**config.mk**
```make
export PLATFORM = sky130hd
export DESIGN_NAME = seq_array_multiplier_flat
export DESIGN_NICKNAME = d
export VERILOG_FILES = /design/src/rtl/arith_pkg.sv /design/src/rtl/seq_array_multiplier_if.sv /design/src/rtl/fullAdder.sv /design/src/rtl/ripple_adder.sv /design/src/rtl/seq_array_multiplier.sv /design/src/flat_wrapper.sv
export SDC_FILE = /design/constraint.sdc
export NUM_CORES = 1
export LEC_CHECK = 0
export ABC_AREA = 0
export ABC_CLOCK_PERIOD_IN_PS = 10500
export CORE_MARGIN = 5
export CORE_UTILIZATION = 29
export CTS_CLUSTER_SIZE = 28
export DETAILED_ROUTE_END_ITERATION = 12
export PLACE_DENSITY = 0.53
export SETUP_SLACK_MARGIN = 0.15
export SLEW_MARGIN = 25
export SYNTH_ARGS = -nofsm -noshare
export SYNTH_HDL_FRONTEND = slang
export SYNTH_HIERARCHICAL = 1
export SYNTH_SLANG_ARGS = --single-unit
```
**constraint.sdc**
```tcl
create_clock -name clk -period 10.5 [get_ports clk]
set_input_delay 3.15 -clock clk [delete_from_list [all_inputs] [get_ports clk]]
set_output_delay 3.15 -clock clk [all_outputs]
set_load 0.05 [all_outputs]
```
**src/rtl/arith_pkg.sv**
```systemverilog
// Shared arithmetic definitions: FSM state encoding and the iteration-counter
// width for the sequential multiplier.
package arith_pkg;

  typedef enum logic [1:0] {
    IDLE   = 2'd0,
    RUN    = 2'd1,
    FINISH = 2'd2
  } state_e;

  function automatic int cnt_width(input int width);
    return $clog2(width);
  endfunction

endpackage

```
**src/rtl/seq_array_multiplier_if.sv**
```systemverilog
// Start/done request bus for the shared sequential multiplier.
interface seq_array_multiplier_if #(
  parameter int WIDTH = 8
);
  logic                   start;
  logic                   signed_mode;
  logic [WIDTH-1:0]       x;
  logic [WIDTH-1:0]       y;
  logic                   busy;
  logic                   done;
  logic [2*WIDTH-1:0]     p;

  modport master (output start, signed_mode, x, y, input busy, done, p);
  modport slave  (input start, signed_mode, x, y, output busy, done, p);
endinterface

```
**src/rtl/fullAdder.sv**
```systemverilog
// One-bit full adder cell, the building block of the ripple adder.
module fullAdder (
  input  logic a,
  input  logic b,
  input  logic cin,
  output logic sum,
  output logic cout
);
  assign sum  = a ^ b ^ cin;
  assign cout = (a & b) | (cin & (a ^ b));
endmodule

```
**src/rtl/ripple_adder.sv**
```systemverilog
// WIDTH-bit ripple-carry adder with carry-out, chained from fullAdder cells.
module ripple_adder #(
  parameter int WIDTH = 8
) (
  input  logic [WIDTH-1:0] a,
  input  logic [WIDTH-1:0] b,
  input  logic             cin,
  output logic [WIDTH-1:0] sum,
  output logic             cout
);
  logic [WIDTH:0] carry;

  assign carry[0] = cin;
  assign cout     = carry[WIDTH];

  for (genvar i = 0; i < WIDTH; i++) begin : g_bit
    fullAdder u_fa (
      .a    (a[i]),
      .b    (b[i]),
      .cin  (carry[i]),
      .sum  (sum[i]),
      .cout (carry[i+1])
    );
  end
endmodule

```
**src/rtl/seq_array_multiplier.sv**
```systemverilog
// Sequential shift-add multiplier: WIDTH iterations of one shared adder,
// with optional two's-complement operands handled by sign-magnitude.
module seq_array_multiplier
  import arith_pkg::*;
#(
  parameter int WIDTH = 8
) (
  input logic                  clk,
  input logic                  rst_n,
  seq_array_multiplier_if.slave bus
);
  localparam int CW = cnt_width(WIDTH);

  state_e               state_q, state_d;
  logic [WIDTH-1:0]     mcand_q, mcand_d;
  logic [WIDTH-1:0]     mplier_q, mplier_d;
  logic [WIDTH-1:0]     acc_hi_q, acc_hi_d;
  logic                 neg_q, neg_d;
  logic [CW-1:0]        cnt_q, cnt_d;
  logic [2*WIDTH-1:0]   p_q, p_d;
  logic                 done_q, done_d;

  logic [WIDTH-1:0]     add_sum;
  logic                 add_cout;
  logic [WIDTH:0]       sum;
  logic [2*WIDTH-1:0]   raw;

  ripple_adder #(.WIDTH(WIDTH)) u_adder (
    .a    (acc_hi_q),
    .b    (mcand_q),
    .cin  (1'b0),
    .sum  (add_sum),
    .cout (add_cout)
  );

  assign sum = mplier_q[0] ? {add_cout, add_sum} : {1'b0, acc_hi_q};
  assign raw = {acc_hi_q, mplier_q};

  // NOTE: every signal written here gets its hold value first, so no path leaves it unassigned and no latch is inferred.
  always_comb begin
    state_d  = state_q;
    mcand_d  = mcand_q;
    mplier_d = mplier_q;
    acc_hi_d = acc_hi_q;
    neg_d    = neg_q;
    cnt_d    = cnt_q;
    p_d      = p_q;
    done_d   = 1'b0;

    case (state_q)
      IDLE: begin
        if (bus.start) begin
          // Magnitudes fit WIDTH unsigned bits, even for the most negative operand.
          mcand_d  = (bus.signed_mode && bus.x[WIDTH-1]) ? ~bus.x + WIDTH'(1) : bus.x;
          mplier_d = (bus.signed_mode && bus.y[WIDTH-1]) ? ~bus.y + WIDTH'(1) : bus.y;
          neg_d    = bus.signed_mode & (bus.x[WIDTH-1] ^ bus.y[WIDTH-1]);
          acc_hi_d = '0;
          cnt_d    = '0;
          state_d  = RUN;
        end
      end
      RUN: begin
        {acc_hi_d, mplier_d} = {sum, mplier_q[WIDTH-1:1]};
        cnt_d = cnt_q + CW'(1);
        if (cnt_q == CW'(WIDTH - 1)) state_d = FINISH;
      end
      FINISH: begin
        p_d     = neg_q ? ~raw + (2*WIDTH)'(1) : raw;
        done_d  = 1'b1;
        state_d = IDLE;
      end
      default: state_d = IDLE;
    endcase
  end

  // NOTE: non-blocking assignments make every flop sample pre-edge values, independent of statement order.
  // NOTE: all registers, p included, reset so an aborted operation leaves no stale product visible.
  always_ff @(posedge clk or negedge rst_n) begin
    if (!rst_n) begin
      state_q  <= IDLE;
      mcand_q  <= '0;
      mplier_q <= '0;
      acc_hi_q <= '0;
      neg_q    <= 1'b0;
      cnt_q    <= '0;
      p_q      <= '0;
      done_q   <= 1'b0;
    end else begin
      state_q  <= state_d;
      mcand_q  <= mcand_d;
      mplier_q <= mplier_d;
      acc_hi_q <= acc_hi_d;
      neg_q    <= neg_d;
      cnt_q    <= cnt_d;
      p_q      <= p_d;
      done_q   <= done_d;
    end
  end

  assign bus.busy = (state_q != IDLE);
  assign bus.done = done_q;
  assign bus.p    = p_q;

endmodule
```
**src/flat_wrapper.sv**
```systemverilog
// flat-port wrapper written by rule: the top's interface ports become plain ports
module seq_array_multiplier_flat import arith_pkg::*;
#(
  parameter int WIDTH = 8
)
  (clk, rst_n, bus_start, bus_signed_mode, bus_x, bus_y, bus_busy, bus_done, bus_p);
  seq_array_multiplier_if #(.WIDTH(WIDTH)) bus_i ();
  input logic clk;
  input logic rst_n;
  input wire logic [$bits(bus_i.start)-1:0] bus_start;
  input wire logic [$bits(bus_i.signed_mode)-1:0] bus_signed_mode;
  input wire logic [$bits(bus_i.x)-1:0] bus_x;
  input wire logic [$bits(bus_i.y)-1:0] bus_y;
  output wire logic [$bits(bus_i.busy)-1:0] bus_busy;
  output wire logic [$bits(bus_i.done)-1:0] bus_done;
  output wire logic [$bits(bus_i.p)-1:0] bus_p;
  assign bus_i.start = bus_start;
  assign bus_i.signed_mode = bus_signed_mode;
  assign bus_i.x = bus_x;
  assign bus_i.y = bus_y;
  assign bus_busy = bus_i.busy;
  assign bus_done = bus_i.done;
  assign bus_p = bus_i.p;
  seq_array_multiplier #(.WIDTH(WIDTH)) u_core (.clk(clk), .rst_n(rst_n), .bus(bus_i));
endmodule
```
# Word level (Yosys, flattened, before mapping)
# Cells that the tools add are included.
# classes
add_sub_neg	4
n_eq_ne	5
muxes	14
n_bitwise	42
reduce_logical	8
# ops
cell	count
two-way mux 8 bit	4
case mux 8 bit (2 select lines)	2
adder 16 x 1 -> 16 bit (second input constant)	1
adder 8 x 1 -> 8 bit (second input constant)	2
AND 1 bit	16
two-way mux 16 bit	1
NOT 16 bit	1
NOT 8 bit	2
bitwise XOR 1 bit	16
two-way mux 9 bit	1
bitwise OR 1 bit	7
case mux 3 bit (2 select lines)	1
AND reduction 2 bit	3
two-way mux 2 bit	2
case mux 2 bit (2 select lines)	1
nonzero test 2 bit	2
adder 3 x 1 -> 3 bit (second input constant)	1
equality test 3 bit (second input constant)	1
two-way mux 3 bit	1
equality test 2 x 1 -> 1 bit (second input constant)	1
equality test 2 bit (second input constant)	1
logical AND 1 bit	2
logical NOT 2 bit	1
inequality test 2 x 1 -> 1 bit (second input constant)	1
other kinds (2)	2
# totals
reg_bits	47
out_inout_bits	18
elab_cells	81

# Longest topological paths before layout
# depth
ltp_word	17
depth_mapped	10

# Cells and area by module
# The synthesis kept the hierarchy.
# by_module_without_submodules
mod	n_inst	cells_per_inst	area_each_um2
seq_array_multiplier	1	261	2431.1
fullAdder	8	1	20.0

# Worst setup path before layout
# Ideal clock, no wire load.
# synth_path
kind	input to register
startpoint	input bus_x[1]
endpoint	register u_core.mcand_q[5]
setup_time_ns	0.133
arrival_ns	4.138
required_ns	10.367
path_slack_ns	6.228
stages	5
n_path_buf	0
cell_sequence	or3_1 > or3_1 > nand3_1 > xor2_1 > o21ai_0
# synth_via
elab_chain_len	3
# synth_rtl
element	line	rtl
start: declaration	flat_wrapper.sv:12	input wire logic [$bits(bus_i.x)-1:0] bus_x;
NOT 8 bit	seq_array_multiplier.sv:54	mcand_d = (bus.signed_mode && bus.x[WIDTH-1]) ? ~bus.x + WIDTH'(1) : bus.x;
adder 8 x 1 -> 8 bit	seq_array_multiplier.sv:54	
two-way mux 8 bit	seq_array_multiplier.sv:54	
end signal: assignment	seq_array_multiplier.sv:90	mcand_q <= mcand_d;
end: declaration	seq_array_multiplier.sv:15	logic [WIDTH-1:0] mcand_q, mcand_d;
# Every way passes these cells.
# A chain may end at the register's enable or synchronous reset.

# Worst setup path in the final report
# layout_path
startpoint	register u_core.state_q[1]
endpoint	output bus_busy
# layout_via
elab_chain_len	1
# layout_rtl
element	line	rtl
start: declaration	seq_array_multiplier.sv:14	state_e state_q, state_d;
start signal: assignment	seq_array_multiplier.sv:89	state_q <= state_d;
nonzero test 2 bit	seq_array_multiplier.sv:100	assign bus.busy = (state_q != IDLE);
end: declaration	flat_wrapper.sv:14	output wire logic [$bits(bus_i.busy)-1:0] bus_busy;
# Every way passes these cells.

==> impl_metrics.yaml <==
clock_network:
  clk_latency_ps: 290
  clockRootBuffer: "clkbuf_8"
  cts_tree: "yes"
  numCtsBuffers: 5
  ctsHtreeMaxLevel: 2
  post_cts_buffers: 0
  cts-hold-fix-buffers: 0
  cts.path.max_buffers: 2
  cts-resized-gates: 0
  cts.sinks: 47
  clkTransAtPathRegs_ps: 80
critical_path:
  startpoint: "u_core/state_q[1]"
  r2r-start: "u_core/acc_hi_q[0]"
  endpoint_kind: "primary output"
  cp_slowest_cell: "clkdlybuf4s50_1"
  crit_path_start_kind: "register"
  worstSetupPathType: "reg -> out"
  arrival_ps: 1720
  crit_required_ps: 7350
  critical_path.max_stage_delay_ps: 700
  crit_fanout: 5
  path_cells: "or2_2, clkdlybuf4s50_1"
  path_delay_family: "buffers and inverters"
  path_buf_inv: 1
place:
  io_buffers: 37
  hpwl_mm: 4.01
  gp_congestion: 0.732
  dp_slack_ps: 5340
  placedCellCount: 401
timing:
  fin_ws_ps: 5630
  setup_viol: 0
  period_share_pct: 46.4
  rsz0062_at_grt: "false"
  worst_slew_pin_slew_ps: 795
  finalHoldViolations: 0
  finClkSkew_ps: 6.98
  period_needed_ps: 4870
  slew_headroom_pct: 46.9
  max_freq_ghz: 0.205
  finalMaxSlewViolations: 0
  tns_ps: 0
synthesis:
  syn_avg_cell_area_um2: 9.63
  yosysMostFrequentCell: "dfrtp_1"
  yosys.area.top_type_share_pct: 45.4
  ys_ff_latch: 47
  syn_nets: 302
  synth_seq_area_share_pct: 45.4
  ys_async_sr_fraction_pct: 100
  synth_commonest_cells: "dfrtp_1 (47), o21ai_0 (43), nand2_1 (42), xor2_1 (16), nand3_1 (14)"
  yosysTopAreaCell: "dfrtp_1"
  ys_types: 37
  syn_inst: 269
  yosys_warnings: 6
  synth_area_leaders: "dfrtp_1 (45%), o21ai_0 (8.3%), fa_1 (6.2%), nand2_1 (6.1%), xor2_1 (5.4%)"
  synth_ff_type: "dfrtp_1"
  synth_edf_count: 0
  syn-cell-area_mm2: 0.00259
finish:
  drive_above_1_share_pct: 4.00
  fill_cells: 917
  regArea_mm2: 0.00118
  multi_input_area_mm2: 0.00135
  syn2layout_area_growth_pct: 21.1
  nets: 333
  diodes: 0
  final_cell_count_no_fill: 408
  post-route-util_pct: 36.0
detailed_routing:
  drtPass1Iterations: 4
  wl_per_cell_um: 12.8
  drt-initial-drc-count: 64
  vias: 1937
  drt-vias-per-instance: 4.75
  drtAntennaViolNets: 0
  drt_wl_total_mm: 5.24
  drc: 0
power:
  p_leak_nw: 1.34
  pwr_density_cell_mw_per_mm2: 295
  power_mw: 0.925
  vdd_drop_max_mv: 0.0812
grt:
  grt_pass1_wl_mm: 9.38
  grt_start_max_net_pins: 48
  first_global_vias: 1943
  antenna_found_initial: 0
  grt_util_all_layers_pct: 10.3
  overflow: 0
min_path:
  hold_class: "reg -> reg"
  hold_start: "u_core/bus.p[3]"
floorplan:
  start_util_pct: 29.7
  pin_count: 38
  die_h_um: 105
  rows: 34
  core_mm2: 0.00872
  die_w_um: 105
  dieArea_mm2: 0.0109
status:
  status: "finished, final reports clean"
job:
  drv_cap: 0
-- placed cells by master (no fill, tap or decap), types with 3 or more instances in the layout --
cell type / synthesis / routed
a22oi_1: 5 / 5
ha_1: 5 / 5
o31ai_1: 4 / 4
nor2_1: 8 / 8
nand2_1: 42 / 42
nand3_1: 14 / 14
o41ai_1: 3 / 3
xnor2_1: 8 / 8
fa_1: 8 / 8
dfrtp_1: 47 / 47
nor2b_1: 4 / 4
mux2i_1: 11 / 11
nor4_1: 3 / 3
o21ai_0: 43 / 43
clkbuf_8: 0 / 6
inv_1: 7 / 7
nor3_1: 3 / 3
xor2_1: 16 / 16
clkdlybuf4s50_1: 0 / 36
-- final timing paths --
kind	end	slack, ps	cells past startpoint
min in group asynchronous	u_core/bus.p[5]	2850	1
max in group asynchronous	u_core/mcand_q[2]	7230	1
hold / removal	u_core/bus.p[3]	480	2
setup reg to reg	u_core/acc_hi_q[6]	6430	10
hold reg to reg	u_core/bus.p[3]	480	2
setup / recovery	bus_busy	5630	2
-- worst register-to-register path, stage by stage, from the launching register on --
cell	delay [ps]
dfrtp_1	470
fa_1	470
fa_1	390
fa_1	390
fa_1	390
fa_1	390
fa_1	390
fa_1	390
fa_1	430
mux2i_1	130
o21ai_0	90
-- per-stage QoR --
| step | hold WS [ps] | instance area (µm²) |
|---|---|---|
| final | 480 | 3140 |
| after global routing | 502 | 3140 |
| after CTS | 491 | 3130 |
| after detailed placement | 471 | 3050 |
| after global placement | 462 | 3040 |
| after floorplan | 468 | 2590 |
-- layout make-up --
cell class	count	area share [%]
Clock inverter	1	0.159
Inverter	7	0.837
Timing Repair Buffer	37	11.7
Multi-Input combinational cell	202	42.9
Sequential cell	47	37.5
Tap cell	108	4.31
Clock buffer	6	2.63
-- state kept, by name (all words and copies together), names as in the netlist --
| name | count |
|---|---|
| u_core/acc_hi_q | 8 |
| u_core/state_q | 2 |
| u_core/cnt_q | 3 |
| u_core/mcand_q | 8 |
| u_core/bus.done | 1 |
| u_core/neg_q | 1 |
| u_core/mplier_q | 8 |
| u_core/bus.p | 16 |
-- kinds of logic (layout without fill, tap and decap cells) --
logic type,count (synthesis),in the layout,synth area share (%)
simple gates,86,86,15.4
compound gates,67,67,15.2
flops,47,47,45.4
xor+xnor,24,24,8.11
buf+inv,20,51,2.90
fa+ha+maj,13,13,8.59
mux,11,11,4.25
other cells,1,1,0.145
-- report_power, final --
part	switching [mW]	internal, mW	leakage [nW]	total (mW)
sequential	0.0952	0.263	0.593	0.358
clock	0.0572	0.0517	0.0470	0.109
combinational	0.273	0.185	0.697	0.458
-- routing by layer --
metal  wire length (µm)  up-vias  share of wire [%]  track usage [%]
li1                   -     1004                  -                -
met1               2610      884                 50             14.1
met2               2280       42                 43             15.4
met3                280        7                5.3             3.23
met4                 78        0                1.5             3.33
met5                  0        -                  0                0
No activity file was read; power rests on OpenSTA's default activity.
